`src/rtl/mig_arb_pkg.sv`:
```
// Shared types, MIG command opcodes and small helpers for the MIG app-port arbiter.
package mig_arb_pkg;

  localparam logic [2:0] APP_CMD_WR = 3'b000;
  localparam logic [2:0] APP_CMD_RD = 3'b001;

  typedef enum logic [1:0] {
    S_CAL  = 2'd0,
    S_ARB  = 2'd1,
    S_CMD  = 2'd2,
    S_WDAT = 2'd3
  } arb_state_t;

  typedef logic req_id_t;

  function automatic logic [1:0] id_to_onehot(input req_id_t id);
    if (id == 1'b1) begin
      return 2'b10;
    end else begin
      return 2'b01;
    end
  endfunction

  function automatic logic [31:0] sat_inc32(input logic [31:0] v);
    if (v == 32'hFFFF_FFFF) begin
      return v;
    end else begin
      return v + 32'd1;
    end
  endfunction

endpackage

```
`src/rtl/mig_tag_fifo.sv`:
```
// In-order FIFO of requester ids for outstanding MIG reads, with a show-ahead head.
module mig_tag_fifo
  import mig_arb_pkg::*;
#(
  parameter int DEPTH = 16
) (
  input  logic    clk,
  input  logic    rst_n,
  input  logic    push,
  input  req_id_t push_id,
  input  logic    pop,
  output req_id_t head,
  output logic    full,
  output logic    empty
);

  localparam int AW = $clog2(DEPTH);
  localparam logic [AW:0] PTR_ONE = {{AW{1'b0}}, 1'b1};

  logic [AW:0] wr_ptr_r;
  logic [AW:0] rd_ptr_r;
  req_id_t     mem_r [DEPTH];
  logic        push_ok_s;
  logic        pop_ok_s;

  // The extra pointer MSB tells a full FIFO from an empty one when the indices match.
  assign empty = (wr_ptr_r == rd_ptr_r);
  assign full  = (wr_ptr_r[AW] != rd_ptr_r[AW]) &&
                 (wr_ptr_r[AW-1:0] == rd_ptr_r[AW-1:0]);

  assign push_ok_s = push && (!full || pop);
  assign pop_ok_s  = pop && !empty;
  assign head      = mem_r[rd_ptr_r[AW-1:0]];

  // Read/write pointer update
  always_ff @(posedge clk or negedge rst_n) begin
    if (!rst_n) begin
      wr_ptr_r <= '0;
      rd_ptr_r <= '0;
    end else begin
      if (push_ok_s) begin
        wr_ptr_r <= wr_ptr_r + PTR_ONE;
      end
      if (pop_ok_s) begin
        rd_ptr_r <= rd_ptr_r + PTR_ONE;
      end
    end
  end

  // Tag storage
  always_ff @(posedge clk) begin
    if (push_ok_s) begin
      mem_r[wr_ptr_r[AW-1:0]] <= push_id;
    end
  end

endmodule

```
`src/rtl/mig_app_arb.sv`:
```
// Round-robin arbiter of two single-beat requesters onto one MIG native app port.
// Optional per-requester statistics counters: define MIG_APP_ARB_STATS_EN.
module mig_app_arb
  import mig_arb_pkg::*;
#(
  parameter int ADDR_W    = 28,
  parameter int DATA_W    = 128,
  parameter int TAG_DEPTH = 16
) (
  input  logic                sys_clk,
  input  logic                sys_rstn,
  input  logic                init_calib_complete,
  input  logic [1:0]          rq_valid,
  output logic [1:0]          rq_ready,
  input  logic [1:0]          rq_we,
  input  logic [2*ADDR_W-1:0] rq_addr,
  input  logic [2*DATA_W-1:0] rq_wdata,
  output logic [1:0]          rsp_valid,
  output logic [DATA_W-1:0]   rsp_data,
  output logic                rsp_err,
  output logic                app_en,
  output logic [2:0]          app_cmd,
  output logic [ADDR_W-1:0]   app_addr,
  input  logic                app_rdy,
  output logic                app_wdf_wren,
  output logic                app_wdf_end,
  output logic [DATA_W-1:0]   app_wdf_data,
  input  logic                app_wdf_rdy,
  input  logic [DATA_W-1:0]   app_rd_data,
  input  logic                app_rd_data_valid
`ifdef MIG_APP_ARB_STATS_EN
  ,
  output logic [63:0]         stat_wr,
  output logic [63:0]         stat_rd
`endif
);

  arb_state_t          state_r;
  arb_state_t          state_s;
  logic                rr_last_r;
  req_id_t             gnt_id_r;
  logic                we_r;
  logic [ADDR_W-1:0]   addr_r;
  logic [DATA_W-1:0]   wdata_r;
  logic [1:0]          rsp_valid_r;
  logic [DATA_W-1:0]   rsp_data_r;
  logic                rsp_err_r;

  logic [1:0]          elig_s;
  req_id_t             gnt_s;
  logic                latch_s;
  logic                push_s;
  logic                pop_s;
  logic [1:0]          rq_ready_s;
  logic                app_en_s;
  logic [2:0]          app_cmd_s;
  logic                wren_s;

  logic                fifo_full_s;
  logic                fifo_empty_s;
  req_id_t             fifo_head_s;

  mig_tag_fifo #(
    .DEPTH (TAG_DEPTH)
  ) u_tag_fifo (
    .clk     (sys_clk),
    .rst_n   (sys_rstn),
    .push    (push_s),
    .push_id (gnt_id_r),
    .pop     (pop_s),
    .head    (fifo_head_s),
    .full    (fifo_full_s),
    .empty   (fifo_empty_s)
  );

  // Requester eligibility: reads need a free tag slot, writes never do
  always_comb begin
    elig_s    = 2'b00;
    elig_s[0] = rq_valid[0] && (rq_we[0] || !fifo_full_s);
    elig_s[1] = rq_valid[1] && (rq_we[1] || !fifo_full_s);
  end

  // Round-robin pick among eligible requesters
  always_comb begin
    gnt_s = 1'b0;
    if (elig_s == 2'b11) begin
      gnt_s = !rr_last_r;
    end else if (elig_s[0]) begin
      gnt_s = 1'b0;
    end else begin
      gnt_s = 1'b1;
    end
  end

  // FSM state register
  always_ff @(posedge sys_clk or negedge sys_rstn) begin
    if (!sys_rstn) begin
      state_r <= S_CAL;
    end else begin
      state_r <= state_s;
    end
  end

  // FSM next-state and app-port outputs
  always_comb begin
    state_s    = state_r;
    rq_ready_s = 2'b00;
    app_en_s   = 1'b0;
    app_cmd_s  = APP_CMD_WR;
    wren_s     = 1'b0;
    latch_s    = 1'b0;
    push_s     = 1'b0;
    case (state_r)
      S_CAL: begin
        if (init_calib_complete) begin
          state_s = S_ARB;
        end else begin
          state_s = S_CAL;
        end
      end
      S_ARB: begin
        if (elig_s != 2'b00) begin
          rq_ready_s = id_to_onehot(gnt_s);
          latch_s    = 1'b1;
          state_s    = S_CMD;
        end else begin
          state_s = S_ARB;
        end
      end
      S_CMD: begin
        app_en_s  = 1'b1;
        app_cmd_s = we_r ? APP_CMD_WR : APP_CMD_RD;
        if (app_rdy) begin
          if (we_r) begin
            state_s = S_WDAT;
          end else begin
            push_s  = 1'b1;
            state_s = S_ARB;
          end
        end else begin
          state_s = S_CMD;
        end
      end
      S_WDAT: begin
        wren_s = 1'b1;
        if (app_wdf_rdy) begin
          state_s = S_ARB;
        end else begin
          state_s = S_WDAT;
        end
      end
      default: begin
        state_s = S_CAL;
      end
    endcase
  end

  // Capture the granted request so the requester is free after its accept pulse
  always_ff @(posedge sys_clk or negedge sys_rstn) begin
    if (!sys_rstn) begin
      rr_last_r <= 1'b1;
      gnt_id_r  <= 1'b0;
      we_r      <= 1'b0;
      addr_r    <= '0;
      wdata_r   <= '0;
    end else if (latch_s) begin
      rr_last_r <= gnt_s;
      gnt_id_r  <= gnt_s;
      we_r      <= rq_we[gnt_s];
      addr_r    <= gnt_s ? rq_addr[ADDR_W +: ADDR_W] : rq_addr[0 +: ADDR_W];
      wdata_r   <= gnt_s ? rq_wdata[DATA_W +: DATA_W] : rq_wdata[0 +: DATA_W];
    end
  end

  assign pop_s = app_rd_data_valid && !fifo_empty_s;

  // Read-return routing; a beat with no outstanding tag is dropped and flagged
  always_ff @(posedge sys_clk or negedge sys_rstn) begin
    if (!sys_rstn) begin
      rsp_valid_r <= 2'b00;
      rsp_data_r  <= '0;
      rsp_err_r   <= 1'b0;
    end else begin
      rsp_valid_r <= 2'b00;
      if (app_rd_data_valid) begin
        if (!fifo_empty_s) begin
          rsp_valid_r <= id_to_onehot(fifo_head_s);
          rsp_data_r  <= app_rd_data;
        end else begin
          rsp_err_r <= 1'b1;
        end
      end
    end
  end

  assign rq_ready     = rq_ready_s;
  assign app_en       = app_en_s;
  assign app_cmd      = app_cmd_s;
  assign app_addr     = addr_r;
  assign app_wdf_wren = wren_s;
  assign app_wdf_end  = wren_s;
  assign app_wdf_data = wdata_r;
  assign rsp_valid    = rsp_valid_r;
  assign rsp_data     = rsp_data_r;
  assign rsp_err      = rsp_err_r;

`ifdef MIG_APP_ARB_STATS_EN
  logic        cmd_acc_s;
  logic [31:0] stat_wr_r [2];
  logic [31:0] stat_rd_r [2];

  assign cmd_acc_s = (state_r == S_CMD) && app_rdy;

  // Saturating per-requester counts of commands accepted by the MIG
  always_ff @(posedge sys_clk or negedge sys_rstn) begin
    if (!sys_rstn) begin
      stat_wr_r[0] <= 32'd0;
      stat_wr_r[1] <= 32'd0;
      stat_rd_r[0] <= 32'd0;
      stat_rd_r[1] <= 32'd0;
    end else if (cmd_acc_s) begin
      if (we_r) begin
        stat_wr_r[gnt_id_r] <= sat_inc32(stat_wr_r[gnt_id_r]);
      end else begin
        stat_rd_r[gnt_id_r] <= sat_inc32(stat_rd_r[gnt_id_r]);
      end
    end
  end

  assign stat_wr = {stat_wr_r[1], stat_wr_r[0]};
  assign stat_rd = {stat_rd_r[1], stat_rd_r[0]};
`else
  // Statistics counters are not built in this configuration.
`endif

endmodule

```
`config.mk`:
```
export PLATFORM = sky130hd
export DESIGN_NAME = mig_app_arb
export DESIGN_NICKNAME = d
export VERILOG_FILES = /design/src/rtl/mig_arb_pkg.sv /design/src/rtl/mig_tag_fifo.sv /design/src/rtl/mig_app_arb.sv
export SDC_FILE = /design/constraint.sdc
export NUM_CORES = 1
export LEC_CHECK = 0
export BUFFER_PORTS_ARGS = -buffer_cell sky130_fd_sc_hd__clkbuf_2
export CELL_PAD_IN_SITES_DETAIL_PLACEMENT = 1
export CELL_PAD_IN_SITES_GLOBAL_PLACEMENT = 2
export CORE_AREA = 2 2 286 288
export CTS_CLUSTER_DIAMETER = 50
export DETAILED_ROUTE_END_ITERATION = 16
export DIE_AREA = 0 0 288 290
export PLACE_DENSITY_LB_ADDON = 0.2
export SLEW_MARGIN = 20
export SYNTH_ARGS = -nofsm -noshare
export SYNTH_HDL_FRONTEND = slang
export SYNTH_SLANG_ARGS = --single-unit
```
`constraint.sdc`:
```
create_clock -name sys_clk -period 2.33 [get_ports sys_clk]
set_input_delay 0.233 -clock sys_clk [delete_from_list [all_inputs] [get_ports sys_clk]]
set_output_delay 0.233 -clock sys_clk [all_outputs]
set_load 0.02 [all_outputs]
```
==> results of run 1 <==
[path summary, 6_finish.rpt]
check	to	slack, ps	depth (start not counted)
worst max-delay path	rq_ready[1]	-150	8
worst min-delay path	app_wdf_data[23]	50	3
worst max register to register	app_wdf_data[89]	-60	12
worst min register to register	rsp_err	480	1
max in group asynchronous	app_wdf_data[44]	1350	3
min in group asynchronous	app_wdf_data[84]	180	2
[metal layers]
layer	global-route usage, %	vias up	part of all wire, %
met4	5.21	0	3.1
met1	16.7	6586	38
li1	-	5950	-
met5	0	-	0
met2	27.9	502	52
met3	4.36	109	6.9
[Yosys cell counts, drive strengths merged, types with 4 or more instances]
| cell | n |
|---|---|
| mux2 | 129 |
| clkbuf | 12 |
| nor2 | 15 |
| nor2b | 5 |
| ha | 5 |
| a221o | 158 |
| mux4 | 5 |
| nand2 | 11 |
| nor3b | 157 |
| buf | 81 |
| nand4 | 5 |
| inv | 5 |
| dfrtp | 301 |
| xnor2 | 12 |
| nor3 | 4 |
| edfxtp | 16 |
[final cells by class]
type                       instances  area [um2]
timing repair buffer            1179        8630
clock buffer                      66        1480
multi-input combinational        528        4950
sequential                       318        8040
inverter                           5        18.8
clock inverter                    35         493
antenna                            8        20.0
fill                            8966       55200
tap                             1060        1330
[power by group through the flow]
| stage | combinational (W) | clock (W) | sequential (W) |
|---|---|---|---|
| 6_report | 0.0139 | 0.00874 | 0.00910 |
| 5_1_grt | 0.0148 | 0.00925 | 0.00936 |
| 4_1_cts | 0.0127 | 0.00901 | 0.00909 |
| 3_5_place_dp | 0.0121 | 0 | 0.00911 |
| 3_3_place_gp | 0.0119 | 0 | 0.00912 |
| 2_1_floorplan | 0.00459 | 0 | 0.0112 |
[critical path: stages (launching register included)]
cell and delay, ps:
dfrtp_1 400, xnor2_2 180, nand4_1 160, buf_4 180, o311ai_4 300, buf_6 160, buf_6 100, nor2_4 40
buf_8 130
[sequential cells by signal (all words and copies together), names as in the netlist, 2 cells and up]
signal,cells
app_addr,28
app_wdf_data,128
rsp_data,128
rsp_valid,2
state_r,2
u_tag_fifo.mem_r,16
u_tag_fifo.rd_ptr_r,5
u_tag_fifo.wr_ptr_r,5
[through the flow]
step / cells / TNS (ps) / total power, W / area (um2) / setup WS [ps]
after floorplan: 944 / 0 / 0.0158 / 13400 / 192
after global placement: 2734 / 0 / 0.0211 / 18900 / 36.0
after detailed placement: 2734 / 0 / 0.0212 / 18900 / 62.4
after CTS: 3157 / -418 / 0.0308 / 24200 / -241
after global routing: 3196 / -16530 / 0.0335 / 25000 / -279
final: 3199 / -1600 / 0.0318 / 25000 / -150
[cells by family after synthesis]
kind of cell | Yosys count
DFF | 318
AOI/OAI and AO/OA | 171
adders and majority gates | 5
and+or+nand+nor | 203
other | 1
buffers and inverters | 98
xor gates and xnor gates | 13
muxes | 134
[what timing repair did]
| action | in CTS | in global routing |
|---|---|---|
| setup endpoints to repair | 2 | 107 |
| cloned | 1 | 17 |
| endpoints found under the hold margin | 337 | 0 |
| pin swaps | 8 | 19 |
| hold buffers | 316 | 0 |
| resized for setup | 12 | 55 |
| setup buffers | 5 | 17 |
==> results.toml, run 1 <==
[status]
outcome = "complete, but fails checks"
violations = "negative setup slack"

[layout]
drive_gt1_share_pct = 52.1
syn2layout_area_growth_pct = 85.8
num-nets-final = 2542
final_core_util_pct = 31.1
final_common_cell = "clkbuf_2"
final_cell_mix = "clkbuf_2, dlygate4sd3_1, dfrtp_1"

[logic_synthesis]
synth-adder-area-share_pct = 0.466
synth_xor_area_share_pct = 0.848
synth_top_area_share_pct = 56.1
synth-async-reset-ratio_pct = 95.0
netlist_top_cells_area = "dfrtp_1, a221o_1, mux2_2"
synth_top_family_by_area = "compound AO/OA/AOI/OAI gates"
synth_seq_cells = 318
netlist_area_um2 = 13400
synth_edf_count = 16
synthSimpleGateAreaFrac_pct = 10.4
avgSynthCellArea_um2 = 14.2
synthFlopType = "dfrtp_1"
yosys_warnings = 0
synth.largest_area_cell = "dfrtp_1"
synthMuxAreaShare_pct = 11.7
synth_compound_area_share_pct = 12.6
yosysSeqAreaShare_pct = 59.8
synth_cell_types = 36
netlist_instances = 943

[sta]
setup_violations = 66
clock_skew_ps = 30.9
worst_pin_slew_ps = 659
rsz0062_at_grt = "yes"
max_freq_mhz = 403
timing.hold.ws_ps = 46.2
post-route-min-period_ps = 2480
hold_viol = 0
relSlewSlack_pct = 56.1
min_period_over_period_pct = 106
fin_ws_ps = -150
slew_violations = 0

[global_route]
grt_use_total_pct = 15.3
grt_pass1_vias = 14700
overflow = 0
grt_max_degree = 63
grt_pass1_wl_mm = 96.4
grt_antenna_before_repair = 8

[critical_path]
rr_startpoint = "u_tag_fifo.rd_ptr_r[2]"
cp.required_ps = 2100
crit_fanout = 3
worstPathArrival_ps = 2250
crit_path_end_kind = "primary output"
critPathKind = "register to primary output"
critPathLaunchType = "register"
cp-startpoint = "u_tag_fifo.rd_ptr_r[2]"

[route]
routed_wl_mm = 68.8
drcViolationCount = 0
ant_nets = 0
viasPerCell = 4.11
wire_per_inst_um = 21.5
drt-initial-drc-count = 488
drtPass1Iterations = 4
route.vias.total = 13100

[floorplan]
dieArea_um2 = 83500
die_width_um = 288
num_rows = 104
ios = 745
start_util_pct = 16.8
die-height_um = 290
core_region_area_um2 = 80200

[placement]
portBuffers = 742
place_hpwl_mm = 49.2
gp_congestion = 0.804

[flow_run]
cap_violations = 0

[pwr]
leakagePower_nw = 11.7
power_density_nw_per_um2 = 1270
combinationalPowerShare_pct = 43.8
ir_drop_uv = 435
switching_share_pct = 37.9
power_frac_seq_pct = 28.7
p_sw_w = 0.0120
clkPwrFrac_pct = 27.5
p_int_w = 0.0197

[clock_network]
clock_sinks = 318
cts_buffers = 55
cts_htree_levels = 2
clock-root-buffer = "clkbuf_16"
cts_buffer_depth = 3
clk_pin_slew_worst_paths_ps = 50
cts_tree = "done"
clk_latency_ps = 600

[min_path]
hp-start = "rq_wdata[151]"
hp-class = "primary input to register"
Note: power is estimated with default switching activity, not from simulation.
==> run 2, diff against run 1 <==
--- a/config.mk
+++ b/config.mk
@@ -8,10 +8,10 @@
 export BUFFER_PORTS_ARGS = -buffer_cell sky130_fd_sc_hd__clkbuf_2
 export CELL_PAD_IN_SITES_DETAIL_PLACEMENT = 1
 export CELL_PAD_IN_SITES_GLOBAL_PLACEMENT = 2
-export CORE_AREA = 2 2 286 288
+export CORE_AREA = 2 2 289 291
 export CTS_CLUSTER_DIAMETER = 50
 export DETAILED_ROUTE_END_ITERATION = 16
-export DIE_AREA = 0 0 288 290
+export DIE_AREA = 0 0 291 293
 export PLACE_DENSITY_LB_ADDON = 0.2
 export SLEW_MARGIN = 20
 export SYNTH_ARGS = -nofsm -noshare
==> constraint.sdc (replaced) <==
create_clock -name sys_clk -period 2.1 [get_ports sys_clk]
set_input_delay 0.21 -clock sys_clk [delete_from_list [all_inputs] [get_ports sys_clk]]
set_output_delay 0.21 -clock sys_clk [all_outputs]
set_load 0.02 [all_outputs]
==> run 2 against run 1 <==
  * The run still ends with negative setup slack left
  * Wire length rose by 5.0%
  * Sequential power rose by 11%
  * Final area rose by 4.6%
  * Sequential share of layout area fell by 1.4 points
  * Register-to-register slack got worse by 270 ps
  * Clock power rose by 4.1%
  * Count of clock-buffer cells in the layout rose by 4
  * Clock skew rose by 0.60 ps
  * Non-clock buffer count rose by 96
  * Worst hold slack got worse by 42 ps
  * Largest cell class unchanged
  * Largest power group unchanged
  * Highest routed layer is now met5
==> results.toml, run 2 (same netlist as run 1, synthesis figures left out) <==
[status]
outcome = "complete, but fails checks"
violations = "negative setup slack"

[min_path]
hp-class = "primary input to register"

[clock_network]
clock-root-buffer = "clkbuf_16"
cts_tree = "done"
cts_buffer_depth = 3
cts_buffers = 55
clk_latency_ps = 610
clk_pin_slew_worst_paths_ps = 50
cts_htree_levels = 2
clock_sinks = 318

[layout]
final_core_util_pct = 31.9
final_cell_mix = "clkbuf_2, dlygate4sd3_1, dfrtp_1"
num-nets-final = 2638
syn2layout_area_growth_pct = 94.3
drive_gt1_share_pct = 51.3
final_cells = 3301
final_common_cell = "clkbuf_2"

[pwr]
power.total_w = 0.0357
leakagePower_nw = 12.2
power_density_nw_per_um2 = 1370
ir_drop_uv = 555

[global_route]
grt_pass1_vias = 15400
grt_max_degree = 58
overflow = 0
grt_pass1_wl_mm = 102
grt_antenna_before_repair = 6
grt_use_total_pct = 15.8

[critical_path]
crit_fanout = 8
worstPathArrival_ps = 2960
critPathLaunchType = "register"
cp.required_ps = 2630
critPathKind = "register to register"
crit_path_end_kind = "register"

[floorplan]
num_rows = 105
die_width_um = 291
start_util_pct = 16.4
ios = 745
core_region_area_um2 = 81800
die-height_um = 293
dieArea_um2 = 85300

[sta]
timing.hold.ws_ps = 4.61
setup_violations = 224
min_period_over_period_pct = 116
fin_ws_ps = -331
relSlewSlack_pct = 57.5
slew_violations = 0
max_freq_mhz = 411
rsz0062_at_grt = "yes"
worst_pin_slew_ps = 638
hold_viol = 0
fin_tns_setup_ps = -36130
post-route-min-period_ps = 2430
clock_skew_ps = 31.5

[route]
dr_wl_met2_mm = 37.6
drcViolationCount = 0
routed_wl_mm = 72.2
routed.top_layer = "met5"
ant_nets = 0
drtPass1Iterations = 4
viasPerCell = 4.13
drt-initial-drc-count = 537
m1WireLength_mm = 27.6
met3_length_mm = 4.58
route.vias.total = 13600
wire_per_inst_um = 21.9

[flow_run]
cap_violations = 0

[placement]
gp_congestion = 0.809
dp_cells = 2758
portBuffers = 742
place_hpwl_mm = 51.1
[run 2: layer usage]
metal  vias up  GRT usage [%]
met3       126           4.38
met5         -              0
met2       529           28.9
met1      6800           17.5
met4         2           5.57
li1       6162              -
[run 2: area by class of cell]
class / instances / area (um2)
antenna: 3 / 7.51
clock buffer: 70 / 1500
clock inverter: 32 / 362
fill: 9114 / 55700
inverter: 5 / 18.8
multi-input combinational: 528 / 5030
sequential: 318 / 8040
tap: 1070 / 1340
timing repair buffer: 1275 / 9800
[run 2: path summary, 6_finish.rpt]
check	startpoint	slack [ps]	depth (start not counted)	end
worst max register to register	u_tag_fifo.wr_ptr_r[3]	-330	11	app_wdf_data[7]
worst min register to register	rsp_err	480	1	rsp_err
worst min-delay path	rq_wdata[229]	5	3	app_wdf_data[101]
min in group asynchronous	sys_rstn	180	2	app_wdf_data[67]
max in group asynchronous	sys_rstn	1110	3	app_wdf_data[6]
worst max-delay path	u_tag_fifo.wr_ptr_r[3]	-330	11	app_wdf_data[7]
[run 2: per-stage QoR]
stage / setup slack [ps] / area [um2]
2_1_floorplan: 3.01 / 13400
3_3_place_gp: -128 / 19100
3_5_place_dp: -175 / 19100
4_1_cts: -372 / 25400
5_1_grt: -431 / 26100
6_report: -331 / 26100
[run 2: timing repair]
item / CTS / global route
gates resized for setup: 52 / 45
setup buffers: 15 / 9
hold buffers: 389 / 0
pin swaps: 22 / 21
endpoints found under the setup margin: 162 / 265
hold endpoints to repair: 335 / 0
cloned: 7 / 22
[run 2: power breakdown]
part           leakage [nW]  switching, W  internal (W)
Combinational          7.42       0.00889       0.00759
Clock                 0.906       0.00340       0.00569
Sequential             3.82       0.00153       0.00856
Total                  12.2        0.0138        0.0218
[run 2: critical path: stages (launching register included)]
cell and delay (ps):
dfrtp_1 400, xnor2_2 190, nand4_1 150, buf_4 180, o311ai_4 280, buf_4 170
buf_6 90, nor2b_4 200, buf_12 170, buf_16 170, clkbuf_16 190, a221o_1 140
==> run 3, diff against run 2 <==
--- a/config.mk
+++ b/config.mk
@@ -8,10 +8,10 @@
 export BUFFER_PORTS_ARGS = -buffer_cell sky130_fd_sc_hd__clkbuf_2
 export CELL_PAD_IN_SITES_DETAIL_PLACEMENT = 1
 export CELL_PAD_IN_SITES_GLOBAL_PLACEMENT = 2
-export CORE_AREA = 2 2 289 291
+export CORE_AREA = 2 2 286 288
 export CTS_CLUSTER_DIAMETER = 50
 export DETAILED_ROUTE_END_ITERATION = 16
-export DIE_AREA = 0 0 291 293
+export DIE_AREA = 0 0 288 290
 export PLACE_DENSITY_LB_ADDON = 0.2
 export SLEW_MARGIN = 20
 export SYNTH_ARGS = -nofsm -noshare
==> constraint.sdc (replaced) <==
create_clock -name sys_clk -period 2.77 [get_ports sys_clk]
set_input_delay 0.277 -clock sys_clk [delete_from_list [all_inputs] [get_ports sys_clk]]
set_output_delay 0.277 -clock sys_clk [all_outputs]
set_load 0.02 [all_outputs]
==> run 3 against run 2 <==
  * The flow now finishes without violations
  * Final area down 9.4%
  * Worst hold slack improved by 45 ps
  * Sequential share of layout area is 3.2 points higher
  * Register-to-register slack improved by 680 ps
  * Critical path depth down 5
  * Via count is 6.5% lower
  * Setup slack improved by 520 ps
  * Combinational power down 39%
  * Sequential power down 24%
  * Global-route usage down 0.91 points
  * Core utilization decreased by 2.4 points
  * Total power fell by 30%
  * Largest cell class is now registers
==> results.toml, run 3 (same netlist as run 1, synthesis figures left out) <==
[critical_path]
reg2reg_depth = 9
cp-startpoint = "u_tag_fifo.rd_ptr_r[3]"
rr_startpoint = "u_tag_fifo.rd_ptr_r[3]"
reg2reg_to = "app_wdf_data[35]"
critPathKind = "register to primary output"
crit_path_end_kind = "primary output"
crit_fanout = 4
critPathLaunchType = "register"
crit_path_end = "rq_ready[0]"
cp.required_ps = 2490
rrSetupSlack_ps = 350
worstPathArrival_ps = 2300

[global_route]
grt_antenna_before_repair = 13
grt_pass1_wl_mm = 94.6
grt_pass1_vias = 14800
top_usage_layer = "met2"
grt_max_degree = 70
grt_use_total_pct = 14.9
grtUsageMet3_pct = 4.79
overflow = 0
use_met2_pct = 26.7
gr-usage-met1_pct = 15.9

[pwr]
ir_drop_uv = 381
power_density_nw_per_um2 = 1060
leakagePower_nw = 11.0
power.total_w = 0.0251

[sta]
post-route-min-period_ps = 2580
timing.hold.ws_ps = 49.7
slew_violations = 0
worst_pin_slew_ps = 653
min_period_over_period_pct = 93.2
clock_skew_ps = 14.4
max_freq_mhz = 388
fin_ws_ps = 189
hold_viol = 0
fin_tns_setup_ps = 0
relSlewSlack_pct = 56.5
rsz0062_at_grt = "no"
setup_violations = 0

[route]
routed_wl_mm = 64.3
ant_nets = 0
drt-initial-drc-count = 385
wire_per_inst_um = 20.7
drcViolationCount = 0
route.vias.total = 12700
drtPass1Iterations = 4
viasPerCell = 4.09

[clock_network]
cts_htree_levels = 2
cts_buffer_depth = 3
cts_buffers = 56
clk_pin_slew_worst_paths_ps = 50
clk_latency_ps = 590
clock-root-buffer = "clkbuf_16"
cts_tree = "done"
clock_sinks = 318

[status]
outcome = "finished, final reports clean"

[layout]
syn2layout_area_growth_pct = 76.0
register_area_um2 = 8040
num-nets-final = 2448
final_cell_mix = "clkbuf_2, dfrtp_1, dlygate4sd3_1"
nFillCells = 9041
final_common_cell = "clkbuf_2"
final_cells = 3112
multi_input_area_um2 = 4930
drive_gt1_share_pct = 51.2

[placement]
place_hpwl_mm = 47.6
gp_congestion = 0.804
portBuffers = 742
dp_cells = 2698
preCtsSetupSlack_ps = 296

[floorplan]
ios = 745
die-height_um = 290
core_region_area_um2 = 80200
start_util_pct = 16.8
num_rows = 104
dieArea_um2 = 83500
die_width_um = 288

[min_path]
hp-class = "primary input to register"

[flow_run]
cap_violations = 0
run 3: changes by cell type in the layout (fill, tap and decap cells not counted), sizes merged:
| cell | previous run | this run |
|---|---|---|
| clkinvlp | 4 | 3 |
| clkinv | 18 | 16 |
| bufinv | 5 | 9 |
| bufbuf | 0 | 1 |
| inv | 10 | 8 |
| clkbuf | 826 | 813 |
| dlygate4sd3 | 389 | 289 |
| diode | 3 | 13 |
| buf | 130 | 54 |
run 3: critical path: stages (launching register included):
cell	delay (ps)
dfrtp_2	440
xnor2_2	180
nand4_1	170
or3_4	420
a21boi_4	190
buf_12	130
clkbuf_4	160
run 3: where the power goes:
| part | switching [W] | total, W | internal (W) | leakage, nW |
|---|---|---|---|---|
| sequential | 0.00115 | 0.00764 | 0.00649 | 3.82 |
| combinational | 0.00586 | 0.0100 | 0.00416 | 6.19 |
| clock | 0.00254 | 0.00740 | 0.00486 | 0.983 |
run 3: area by class of cell:
| class | count | area share [%] |
|---|---|---|
| Tap cell | 1060 | 5.61 |
| Clock buffer | 73 | 6.72 |
| Multi-Input combinational cell | 528 | 20.9 |
| Antenna cell | 13 | 0.138 |
| Clock inverter | 31 | 1.79 |
| Timing Repair Buffer | 1084 | 30.8 |
| Inverter | 5 | 0.0794 |
| Sequential cell | 318 | 34.0 |
run 3: stage by stage:
step           cell area (um2)  util, %
2_1_floorplan            13400        -
4_1_cts                  23600     29.4
3_3_place_gp             18600     23.2
3_5_place_dp             18600     23.2
5_1_grt                  23600     29.5
6_report                 23600     29.5
run 3: worst min path at each step:
stage / start / endpoint / depth (start not counted)
finish: app_rdy / state_r[0] / 3
global route: app_rdy / state_r[0] / 3
CTS: app_rdy / state_r[0] / 3
detailed placement: sys_rstn / app_wdf_data[79] / 1
global placement: sys_rstn / app_wdf_data[79] / 1
floorplan: sys_rstn / app_addr[0] / 0
run 3: repair_timing:
item,4_1_cts,5_1_grt
pin swaps,3,2
cloned,1,0
hold buffers,289,0
resized for setup,7,8
endpoints found under the hold margin,346,0
buffers inserted,3,4
setup endpoints to repair,2,2
run 3: layer usage:
metal | wire, um | vias to the layer above
li1 | - | 5773
met1 | 23500 | 6319
met2 | 33100 | 507
met3 | 5120 | 135
met4 | 2560 | 2
met5 | 13 | -
